### config.mk
export PLATFORM = sky130hd
export DESIGN_NAME = fetch_queue_unit_flat
export DESIGN_NICKNAME = d
export VERILOG_FILES = /design/src/rtl/fetch_queue_unit_if.sv /design/src/rtl/fetch_queue_unit.sv /design/src/flat_wrapper.sv
export SDC_FILE = /design/constraint.sdc
export NUM_CORES = 1
export LEC_CHECK = 0
export CAP_MARGIN = 30
export CORE_MARGIN = 1
export CORE_UTILIZATION = 24
export CTS_BUF_LIST = sky130_fd_sc_hd__clkbuf_4 sky130_fd_sc_hd__clkbuf_8 sky130_fd_sc_hd__clkbuf_16
export DETAILED_ROUTE_END_ITERATION = 8
export PLACE_DENSITY_LB_ADDON = 0.08
export SLEW_MARGIN = 0
export SYNTH_ARGS = -nofsm -noshare
export SYNTH_HDL_FRONTEND = slang
export SYNTH_SLANG_ARGS = --single-unit
export TNS_END_PERCENT = 10
### constraint.sdc
create_clock -name clk -period 4 [get_ports clk]
set_input_delay 0.4 -clock clk [delete_from_list [all_inputs] [get_ports clk]]
set_output_delay 0.4 -clock clk [all_outputs]
set_load 0.05 [all_outputs]
### src/rtl/fetch_queue_unit_if.sv
// fetch_queue_unit_if
//   Bundles every non-clock signal of the fetch stage. clk, rst and rdy stay
//   as plain ports on the unit.
//   master : the fetch unit (drives out_*, samples in_*)
//   slave  : the environment (memory controller, decoder, ROB, predictor)
//   Memory side   : out_mem_ce/out_mem_pc request, in_mem_ce/in_mem_instr reply
//   Decoder side  : out_valid/out_instr/out_pc/out_jump_ce, in_dec_ready,
//                   out_queue_count
//   ROB side      : in_rob_misbranch, in_rob_newpc
//   Predictor     : out_bp_tag -> in_bp_jump_ce (same-cycle lookup)
interface fetch_queue_unit_if #(
  parameter int QUEUE_DEPTH = 4,
  parameter int BP_TAG_BITS = 8
);
  localparam int CNT_W = $clog2(QUEUE_DEPTH) + 1;

  logic                   out_mem_ce;
  logic [31:0]            out_mem_pc;
  logic                   in_mem_ce;
  logic [31:0]            in_mem_instr;
  logic                   out_valid;
  logic [31:0]            out_instr;
  logic [31:0]            out_pc;
  logic                   out_jump_ce;
  logic                   in_dec_ready;
  logic [CNT_W-1:0]       out_queue_count;
  logic                   in_rob_misbranch;
  logic [31:0]            in_rob_newpc;
  logic [BP_TAG_BITS-1:0] out_bp_tag;
  logic                   in_bp_jump_ce;

  modport master (
    output out_mem_ce, out_mem_pc, out_valid, out_instr, out_pc, out_jump_ce,
           out_queue_count, out_bp_tag,
    input  in_mem_ce, in_mem_instr, in_dec_ready, in_rob_misbranch,
           in_rob_newpc, in_bp_jump_ce
  );

  modport slave (
    input  out_mem_ce, out_mem_pc, out_valid, out_instr, out_pc, out_jump_ce,
           out_queue_count, out_bp_tag,
    output in_mem_ce, in_mem_instr, in_dec_ready, in_rob_misbranch,
           in_rob_newpc, in_bp_jump_ce
  );
endinterface

### src/rtl/fetch_queue_unit.sv
// fetch_queue_unit
//   Instruction fetch stage. Looks the current pc up in a direct-mapped,
//   one-word-per-line i-cache; on a miss it issues a one-cycle request to the
//   memory controller and waits for the reply. Every fetched instruction is
//   pushed into a QUEUE_DEPTH-entry FIFO together with its pc and a
//   predicted-taken flag; the decoder drains the FIFO with valid/ready.
//   JAL and predicted-taken branches redirect the fetch pc immediately.
//   A ROB misbranch empties the FIFO and restarts fetch at in_rob_newpc; a
//   reply still in flight at that point is swallowed in DISCARD.
//
//   Ports: clk, rst (async, active low), rdy (global enable, low = freeze),
//          bus (fetch_queue_unit_if.master, see interface header).
//
//   Build option: FETCH_ICACHE_EN -- when defined the i-cache is present;
//   when undefined there is no cache storage and every fetch goes to memory.
module fetch_queue_unit #(
  parameter int ICACHE_LINES = 128,
  parameter int QUEUE_DEPTH  = 4,
  parameter int BP_TAG_BITS  = 8
) (
  input  logic               clk,
  input  logic               rst,
  input  logic               rdy,
  fetch_queue_unit_if.master bus
);
  localparam int PTR_W = $clog2(QUEUE_DEPTH);
  localparam int CNT_W = PTR_W + 1;
  localparam logic [CNT_W-1:0] FULL_CNT = CNT_W'(QUEUE_DEPTH);

  typedef enum logic [1:0] {IDLE, WAIT_MEM, DISCARD} state_e;

  typedef struct packed {
    logic [31:0] instr;
    logic [31:0] pc;
    logic        jump;
  } entry_t;

  state_e           state_q, state_d;
  logic [31:0]      pc_q, pc_d;
  logic             mem_ce_q, mem_ce_d;
  logic [31:0]      mem_pc_q, mem_pc_d;
  logic [PTR_W-1:0] head_q, head_d, tail_q, tail_d;
  logic [CNT_W-1:0] cnt_q, cnt_d;
  entry_t           fifo_q [QUEUE_DEPTH];

  logic             hit;
  logic [31:0]      line_instr;
  logic [31:0]      push_instr;
  logic             push_jump;
  logic [31:0]      next_pc;
  logic [31:0]      jal_off, br_off;
  logic             push, pop, full, valid;

  assign full  = (cnt_q == FULL_CNT);
  assign valid = (cnt_q != '0);

  // --------------------------------------------------------------------------
  // i-cache: valid bits are reset, tag/data arrays are not (valid gates them)
  // --------------------------------------------------------------------------
`ifdef FETCH_ICACHE_EN
  localparam int IDX_W = $clog2(ICACHE_LINES);
  localparam int TAG_W = 30 - IDX_W;

  logic [ICACHE_LINES-1:0] cvld_q;
  logic [TAG_W-1:0]        ctag_q [ICACHE_LINES];
  logic [31:0]             cdat_q [ICACHE_LINES];
  logic [IDX_W-1:0]        idx;
  logic [TAG_W-1:0]        tag;
  logic                    cache_we;

  assign idx        = pc_q[IDX_W+1:2];
  assign tag        = pc_q[31:IDX_W+2];
  assign hit        = cvld_q[idx] && (ctag_q[idx] == tag);
  assign line_instr = cdat_q[idx];
  // Only a reply taken in WAIT_MEM fills a line; DISCARD replies never do.
  assign cache_we   = push && (state_q == WAIT_MEM);

  always_ff @(posedge clk or negedge rst) begin
    if (!rst)                  cvld_q      <= '0;
    else if (rdy && cache_we)  cvld_q[idx] <= 1'b1;
  end

  always_ff @(posedge clk) begin
    if (rdy && cache_we) begin
      ctag_q[idx] <= tag;
      cdat_q[idx] <= bus.in_mem_instr;
    end
  end
`else
  assign hit        = 1'b0;
  assign line_instr = '0;
`endif

  // --------------------------------------------------------------------------
  // Redirect decode of the instruction being pushed. The instruction always
  // belongs to pc_q (pc does not move while waiting on memory), so the
  // predictor lookup on out_bp_tag lines up with it.
  // --------------------------------------------------------------------------
  always_comb begin
    push_instr = (state_q == IDLE) ? line_instr : bus.in_mem_instr;
    jal_off    = {{11{push_instr[31]}}, push_instr[31], push_instr[19:12],
                  push_instr[20], push_instr[30:21], 1'b0};
    br_off     = {{19{push_instr[31]}}, push_instr[31], push_instr[7],
                  push_instr[30:25], push_instr[11:8], 1'b0};
    push_jump  = 1'b0;
    next_pc    = pc_q + 32'd4;
    if (push_instr[6:0] == 7'b1101111) begin
      next_pc = pc_q + jal_off;
    end else if (push_instr[6:0] == 7'b1100011 && bus.in_bp_jump_ce) begin
      next_pc   = pc_q + br_off;
      push_jump = 1'b1;
    end
  end

  // --------------------------------------------------------------------------
  // Fetch FSM + FIFO pointer next state
  // --------------------------------------------------------------------------
  always_comb begin
    state_d  = state_q;
    pc_d     = pc_q;
    mem_ce_d = 1'b0;
    mem_pc_d = mem_pc_q;
    push     = 1'b0;

    if (bus.in_rob_misbranch) begin
      pc_d = bus.in_rob_newpc;
      // An outstanding reply must still be absorbed before fetching again.
      state_d = (state_q == IDLE) ? IDLE : DISCARD;
    end else begin
      case (state_q)
        IDLE: begin
          if (!full) begin
            if (hit) begin
              push = 1'b1;
              pc_d = next_pc;
            end else begin
              mem_ce_d = 1'b1;
              mem_pc_d = pc_q;
              state_d  = WAIT_MEM;
            end
          end
        end
        WAIT_MEM: begin
          // Slot is free: the request was only issued with the FIFO not full.
          if (bus.in_mem_ce) begin
            push    = 1'b1;
            pc_d    = next_pc;
            state_d = IDLE;
          end
        end
        DISCARD: begin
          if (bus.in_mem_ce) state_d = IDLE;
        end
        default: state_d = IDLE;
      endcase
    end

    pop    = valid && bus.in_dec_ready && !bus.in_rob_misbranch;
    head_d = head_q;
    tail_d = tail_q;
    cnt_d  = cnt_q;
    if (bus.in_rob_misbranch) begin
      head_d = '0;
      tail_d = '0;
      cnt_d  = '0;
    end else begin
      if (push) tail_d = tail_q + PTR_W'(1);
      if (pop)  head_d = head_q + PTR_W'(1);
      case ({push, pop})
        2'b10:   cnt_d = cnt_q + CNT_W'(1);
        2'b01:   cnt_d = cnt_q - CNT_W'(1);
        default: cnt_d = cnt_q;
      endcase
    end
  end

  always_ff @(posedge clk or negedge rst) begin
    if (!rst) begin
      state_q  <= IDLE;
      pc_q     <= '0;
      mem_ce_q <= 1'b0;
      mem_pc_q <= '0;
      head_q   <= '0;
      tail_q   <= '0;
      cnt_q    <= '0;
    end else if (rdy) begin
      state_q  <= state_d;
      pc_q     <= pc_d;
      mem_ce_q <= mem_ce_d;
      mem_pc_q <= mem_pc_d;
      head_q   <= head_d;
      tail_q   <= tail_d;
      cnt_q    <= cnt_d;
    end
  end

  always_ff @(posedge clk) begin
    if (rdy && push && !bus.in_rob_misbranch)
      fifo_q[tail_q] <= '{instr: push_instr, pc: pc_q, jump: push_jump};
  end

  // --------------------------------------------------------------------------
  // Outputs
  // --------------------------------------------------------------------------
  assign bus.out_mem_ce      = mem_ce_q;
  assign bus.out_mem_pc      = mem_pc_q;
  assign bus.out_valid       = valid;
  assign bus.out_instr       = fifo_q[head_q].instr;
  assign bus.out_pc          = fifo_q[head_q].pc;
  assign bus.out_jump_ce     = fifo_q[head_q].jump;
  assign bus.out_queue_count = cnt_q;
  assign bus.out_bp_tag      = pc_q[BP_TAG_BITS+1:2];
endmodule

### src/flat_wrapper.sv
// flat-port wrapper written by rule: the top's interface ports become plain ports
module fetch_queue_unit_flat 
#(
  parameter int ICACHE_LINES = 128,
  parameter int QUEUE_DEPTH  = 4,
  parameter int BP_TAG_BITS  = 8
)
  (clk, rst, rdy, bus_out_mem_ce, bus_out_mem_pc, bus_out_valid, bus_out_instr, bus_out_pc, bus_out_jump_ce, bus_out_queue_count, bus_out_bp_tag, bus_in_mem_ce, bus_in_mem_instr, bus_in_dec_ready, bus_in_rob_misbranch, bus_in_rob_newpc, bus_in_bp_jump_ce);
  fetch_queue_unit_if #(.QUEUE_DEPTH(QUEUE_DEPTH), .BP_TAG_BITS(BP_TAG_BITS)) bus_i ();
  input  logic clk;
  input  logic rst;
  input  logic rdy;
  output wire logic [$bits(bus_i.out_mem_ce)-1:0] bus_out_mem_ce;
  output wire logic [$bits(bus_i.out_mem_pc)-1:0] bus_out_mem_pc;
  output wire logic [$bits(bus_i.out_valid)-1:0] bus_out_valid;
  output wire logic [$bits(bus_i.out_instr)-1:0] bus_out_instr;
  output wire logic [$bits(bus_i.out_pc)-1:0] bus_out_pc;
  output wire logic [$bits(bus_i.out_jump_ce)-1:0] bus_out_jump_ce;
  output wire logic [$bits(bus_i.out_queue_count)-1:0] bus_out_queue_count;
  output wire logic [$bits(bus_i.out_bp_tag)-1:0] bus_out_bp_tag;
  input wire logic [$bits(bus_i.in_mem_ce)-1:0] bus_in_mem_ce;
  input wire logic [$bits(bus_i.in_mem_instr)-1:0] bus_in_mem_instr;
  input wire logic [$bits(bus_i.in_dec_ready)-1:0] bus_in_dec_ready;
  input wire logic [$bits(bus_i.in_rob_misbranch)-1:0] bus_in_rob_misbranch;
  input wire logic [$bits(bus_i.in_rob_newpc)-1:0] bus_in_rob_newpc;
  input wire logic [$bits(bus_i.in_bp_jump_ce)-1:0] bus_in_bp_jump_ce;
  assign bus_out_mem_ce = bus_i.out_mem_ce;
  assign bus_out_mem_pc = bus_i.out_mem_pc;
  assign bus_out_valid = bus_i.out_valid;
  assign bus_out_instr = bus_i.out_instr;
  assign bus_out_pc = bus_i.out_pc;
  assign bus_out_jump_ce = bus_i.out_jump_ce;
  assign bus_out_queue_count = bus_i.out_queue_count;
  assign bus_out_bp_tag = bus_i.out_bp_tag;
  assign bus_i.in_mem_ce = bus_in_mem_ce;
  assign bus_i.in_mem_instr = bus_in_mem_instr;
  assign bus_i.in_dec_ready = bus_in_dec_ready;
  assign bus_i.in_rob_misbranch = bus_in_rob_misbranch;
  assign bus_i.in_rob_newpc = bus_in_rob_newpc;
  assign bus_i.in_bp_jump_ce = bus_in_bp_jump_ce;
  fetch_queue_unit #(.ICACHE_LINES(ICACHE_LINES), .QUEUE_DEPTH(QUEUE_DEPTH), .BP_TAG_BITS(BP_TAG_BITS)) u_core (.clk(clk), .rst(rst), .rdy(rdy), .bus(bus_i));
endmodule
# Word level (Yosys, flattened, before mapping)
# Memory sizes are Yosys's and may differ from the RTL's.
# Index checks and enable logic that the tools add are counted.
# classes
n_addsub,7
n_eq_ne,9
mux,27
n_bitwise,2
reduce_logical,20
# op_table
cell,count
$mux 32,6
$add 32x32->32,2
$add 32x3->32 const B,1
$mux 2,8
$eq 7x7->1 const B,2
$mux 1,10
$reduce_bool 2->1,4
$pmux 3 s2,1
$reduce_and 2->1,3
$reduce_and 3->1,2
$reduce_bool 3->1,2
$logic_and 1x1->1,5
$add 2x1->2 const B,2
$eq 2x1->1 const B,2
$eq 2x2->1 const B,2
$pmux 2 s2,1
$reduce_and 4->1,1
$add 3x1->3 const B,1
$eq 3x3->1 const B,1
$mux 3,1
$ne 3x1->1 const B,1
$ne 3x3->1 const B,1
$sub 3x1->3 const B,1
$logic_not 2->1,1
3 further kinds,4
# totals
register_bits,74
ramBits,260
in_bits,71
output_inout_bits,110
word_cells,73
mem_count,1
# mem_list
memory,words,word_bits,rd,rd_ports_with_merged_regs,wr,line,rtl
u_core.fifo_q,4,65,1,0,1,fetch_queue_unit.sv:44,entry_t fifo_q [QUEUE_DEPTH];

# Logic depth before layout (Yosys ltp)
# logic_depth
word_depth,9
ltp_mapped,17
mapped_depth_nobuf,15

# Least setup slack after synthesis
# OpenSTA, ideal clock, no wires.
# synth_timing
kind,flip-flop to flip-flop
startpoint,reg u_core.state_q[0]
endpoint,reg u_core.pc_q[27]
arrival_time_ns,3.612
required_time_ns,3.874
slack_ns,0.262
path_stages_with_launch,18
path_buffers,2
synth_period_minus_slack_ns,3.738
path_cell_list,dfrtp_1 inv_1 ha_1 buf_2 clkbuf_1 nor2b_1 ha_1 inv_1 fa_1 nand2b_1 a21o_1 a21oi_1 o21ai_1 o31ai_2 a31o_2 mux2i_1 nor4_1 a311o_1
# synth_between
word_cells_on_any_way,15
cone_classes,add/sub: 2; eq/ne: 3; mux: 6; reduce/logical: 4
# synth_lines
item,line,rtl
"start, declared",fetch_queue_unit.sv:38,"state_e state_q, state_d;"
"start signal, assigned",fetch_queue_unit.sv:187,state_q <= state_d;
$logic_not 2->1,fetch_queue_unit.sv:100,push_instr = (state_q == IDLE) ? line_instr : bus.in_mem_instr;
$mux 32,fetch_queue_unit.sv:100,
named net u_core.push_instr[21],fetch_queue_unit.sv:48,logic [31:0] push_instr;
$add 32x32->32,fetch_queue_unit.sv:108,next_pc = pc_q + jal_off;
$mux 32,fetch_queue_unit.sv:107,if (push_instr[6:0] == 7'b1101111) begin
$mux 32,fetch_queue_unit.sv:145,if (bus.in_mem_ce) begin
$mux 32,fetch_queue_unit.sv:130,case (state_q)
$mux 32,fetch_queue_unit.sv:125,if (bus.in_rob_misbranch) begin
"end signal, assigned",fetch_queue_unit.sv:188,pc_q <= pc_d;
"end, declared",fetch_queue_unit.sv:39,"logic [31:0] pc_q, pc_d;"
# The timed path passes the listed nets, and every way through them passes these cells. The select of a mux whose other input is x is not followed.
# A chain may end at the register's enable or synchronous reset.

# Worst setup path after layout
# layout_timing
startpoint,reg u_core.state_q[1]
endpoint,reg u_core.pc_q[29]
# layout_between
word_cells_on_any_way,15
cone_classes,add/sub: 2; eq/ne: 3; mux: 6; reduce/logical: 4
# layout_lines
item,line,rtl
$logic_not 2->1 (*),fetch_queue_unit.sv:100,
$mux 32 (*),fetch_queue_unit.sv:100,
named net u_core.push_instr[28],fetch_queue_unit.sv:48,
$add 32x32->32,fetch_queue_unit.sv:110,next_pc = pc_q + br_off;
$mux 32,fetch_queue_unit.sv:109,end else if (push_instr[6:0] == 7'b1100011 && bus.in_bp_jump_ce) begin
$mux 32 (*),fetch_queue_unit.sv:107,
$mux 32 (*),fetch_queue_unit.sv:145,
$mux 32 (*),fetch_queue_unit.sv:130,
$mux 32 (*),fetch_queue_unit.sv:125,
# Mark *: on every way through the listed nets, which the timed path passes. The rest lies on a longest branch. The select of a mux whose other input is x is not followed.

==> metrics.txt <==
clk_skew 0.02380 ns; Static Leak 7.531 nW; row count 96; Initial Utilization 24.25%; Area Growth Syn to Fin 29.41%; Clock Path Buffers 3; status finished, final reports clean; Seq/Total Area, Yosys 58.19%; first-iteration detailed-routing DRC count 623; maxcap violations 0; crit path from u_core.state_q[1]; vias per inst 4.832; initial antenna violation count 3; Die W 265.0 um; number of global-route vias before repair 12.19k; TritonCTS buffer count 41; worst r2r src u_core.state_q[1]; critical path type reg -> reg; H-tree depth 2; slowest cell delay on critical path 0.39 ns; Chip Height 265.0 um; worst slew pin tran 0.8005 ns; Total Routing Usage GR 16.70%; post-detail-place hpwl 41.07 mm; FF-to-FF path depth 14; Hold WC Path Type in -> async; clk sinks 334; flop2flop setup slack 0.24 ns; routed length per instance 24.25 um; largest net degree at the start of global routing 45; Hold Slack 0.4121 ns; RSZ-0062 raised after global routing no; CP Capture Type flop; CP most frequent cell or3_1; drt drc 0; Fmax 0.2659 GHz; Synth Register Bits 334; Post-Place Setup Slack -0.01183 ns; most common cell after layout, fill and taps aside edfxtp_1; core area 0.06847 mm2; EDFF count, synth 260; VDD IR max 0.2818 mV; most frequent cells in the layout edfxtp_1 (260), clkdlybuf4s50_1 (178), buf_4 (112); Port Buf Inserts 180; crit path max fanout 11; Primary FF master, synth edfxtp_1; CP Launch Type flop; io pins 181; final wirelength 58.62 mm; layout cells sized above 1 21.07%; first-pass GRT wire length 85.91 mm; Fin. Hold Viols 0; YS warnings 0; fillers 6890; Worst Slack Setup Final 0.2396 ns; Slew Limit Fails 0; Final #Nets 1607; area of the mapped netlist 0.01660 mm2; Post-Syn Area per Cell 13.29 um2; Worst path slowest cell o211ai_1; Reg2Reg Capture Point u_core.pc_q[29]; Reg clk slew, reported paths 0.06 ns; Worst path top cell family by delay simple AND/OR/NAND/NOR gates; Critical Path RT 4.47 ns; post-route clock period utilization 94.01%; Rel. slew slack 46.63%; via count 11.68k; WP depth 14; Congestion Overflow GR 0; Die Area 0.07022 mm2; clock root cell clkbuf_16; Final GP Congestion 0.8799; 1st-pass router iterations 5; P per Cell Area 743.9 mW/mm2; crit path capture u_core.pc_q[29]; Cells after Synth 1249; Clk Latency, worst-skew pair 0.56 ns; WP buf/inv 2; CTS tree built; Async SR Flop Fraction 22.16%; Syn Nets 1354; Unique masters post-synth 79; Final setup viols 0; worst path cell trace inv_1, ha_4, buf_12, nor2b_1, ha_1, a21oi_1, o21ai_1, or3_1, o211ai_1, nand2_1, or3_1, a22oi_1, mux2_1, nor2_1; WP data arrival 4.23 ns; post-layout min period 3.760 ns; Routed Antenna Nets 0
[flip-flops by register name, indices dropped and copies added (netlist names)]
register and cells:
u_core.bus.out_mem_pc 32, u_core.tail_q 2, u_core.bus.out_queue_count 3, u_core.head_q 2
u_core.fifo_q 260, u_core.state_q 2, u_core.bus.out_mem_ce 1, u_core.pc_q 32
[Yosys cell counts, types with 5 or more instances]
| cell type | count | area (um2) |
|---|---|---|
| mux2_2 | 34 | 382.9 |
| a31oi_1 | 9 | 56.30 |
| o2bb2ai_1 | 7 | 61.31 |
| nand4_1 | 8 | 50.05 |
| or3_1 | 20 | 125.1 |
| mux4_2 | 65 | 1464 |
| o211ai_1 | 12 | 90.09 |
| nor2_1 | 69 | 259.0 |
| nor3b_1 | 5 | 37.54 |
| dfrtp_1 | 74 | 1852 |
| o22ai_1 | 13 | 81.33 |
| and3_1 | 17 | 106.4 |
| a221oi_1 | 6 | 52.55 |
| mux2i_1 | 23 | 230.2 |
| and2_1 | 11 | 68.82 |
| inv_1 | 23 | 86.33 |
| buf_4 | 9 | 67.56 |
| nor4b_1 | 5 | 43.79 |
| nor2b_1 | 34 | 212.7 |
| buf_2 | 10 | 50.05 |
| a22oi_1 | 8 | 60.06 |
| o21ai_0 | 65 | 325.3 |
| buf_1 | 5 | 18.77 |
| nand2b_1 | 11 | 68.82 |
| o31ai_1 | 5 | 37.54 |
| nor4_1 | 5 | 31.28 |
| xnor2_1 | 19 | 166.4 |
| buf_6 | 9 | 101.4 |
| nand2_1 | 69 | 259.0 |
| a21o_1 | 11 | 82.58 |
| a211oi_1 | 9 | 67.56 |
| o221ai_1 | 7 | 61.31 |
| nand3_1 | 31 | 155.2 |
| o32ai_1 | 6 | 52.55 |
| nor3_1 | 34 | 170.2 |
| clkbuf_1 | 57 | 214.0 |
| edfxtp_1 | 260 | 7807 |
| o21a_1 | 5 | 37.54 |
| xor2_1 | 19 | 166.4 |
| ha_1 | 31 | 387.9 |
| a21oi_1 | 64 | 320.3 |
[worst reg2reg max path, delay by kind of cell, from the launching register on]
kind	cells	cell delay, ns
simple gates	5	1.28
compound gates	4	0.90
fa+ha+maj	2	0.58
flops	1	0.34
mux	1	0.34
buf+inv	2	0.25
[layer usage]
metal	GRT usage, %	vias up	share of wire (%)
li1	-	5365	-
met1	22.00	6005	45
met2	28.65	250	50
met3	2.425	59	3.6
met4	4.187	0	2.0
met5	0	-	0
[how the worst min path moves through the flow]
| stage | startpoint | cells past startpoint | end | slack [ns] |
|---|---|---|---|---|
| detailed placement | u_core.state_q[1] | 2 | u_core.state_q[1] | 0.47 |
| floorplan | rst | 0 | u_core.bus.out_mem_ce | 0.10 |
| CTS | bus_in_rob_newpc[10] | 3 | u_core.pc_q[10] | 0.39 |
| finish | rst | 2 | u_core.bus.out_mem_pc[28] | 0.41 |
| global route | bus_in_rob_newpc[10] | 3 | u_core.pc_q[10] | 0.43 |
| global placement | rst | 1 | u_core.bus.out_mem_pc[28] | 0.48 |
[layout make-up]
class                           instances  area [um2]  area share [%]
Inverter                               23       86.33          0.4019
Multi-Input combinational cell        801        6452           30.04
Tap cell                              882        1104           5.137
Clock buffer                           60        1211           5.638
Sequential cell                       334        9667           45.00
Antenna cell                            2       5.005         0.02330
Timing Repair Buffer                  301        2818           13.12
Clock inverter                         14       138.9          0.6465
[metrics by stage]
| step | utilization (%) | TNS [ns] | area [um2] | std cells | power (mW) |
|---|---|---|---|---|---|
| finish | 31.38 | 0 | 21480 | 2417 | 15.98 |
| floorplan | - | 0 | 16600 | 1249 | 9.526 |
| global route | 31.38 | 0 | 21480 | 2417 | 16.78 |
| global placement | 29.35 | 0 | 20090 | 2340 | 12.44 |
| CTS | 31.34 | 0 | 21450 | 2415 | 16.25 |
| detailed placement | 29.35 | -0.01183 | 20090 | 2340 | 12.43 |
[cells by family (layout without fill, tap and decap cells)]
| kind of cell | count (synthesis) | in the layout | share of synthesized area, % |
|---|---|---|---|
| compound gates | 269 | 269 | 10.77 |
| fa+ha+maj | 34 | 34 | 2.698 |
| xor+xnor | 38 | 38 | 2.005 |
| simple gates | 336 | 336 | 10.38 |
| mux | 124 | 124 | 12.67 |
| other cells | 0 | 2 | 0 |
| flops | 334 | 334 | 58.19 |
| buf+inv | 114 | 398 | 3.286 |
[power by group]
group	switching, mW	internal [mW]
Clock	1.46	2.24
Combinational	4.53	2.79
Sequential	0.571	4.39
[what timing repair did]
item / in CTS / in global routing
setup buffers: 0 / 0
hold endpoints to repair: 42 / 0
hold buffers: 1 / 0
endpoints found under the setup margin: 0 / 11
gates resized for setup: 0 / 6
(Power assumes the default switching activity.)
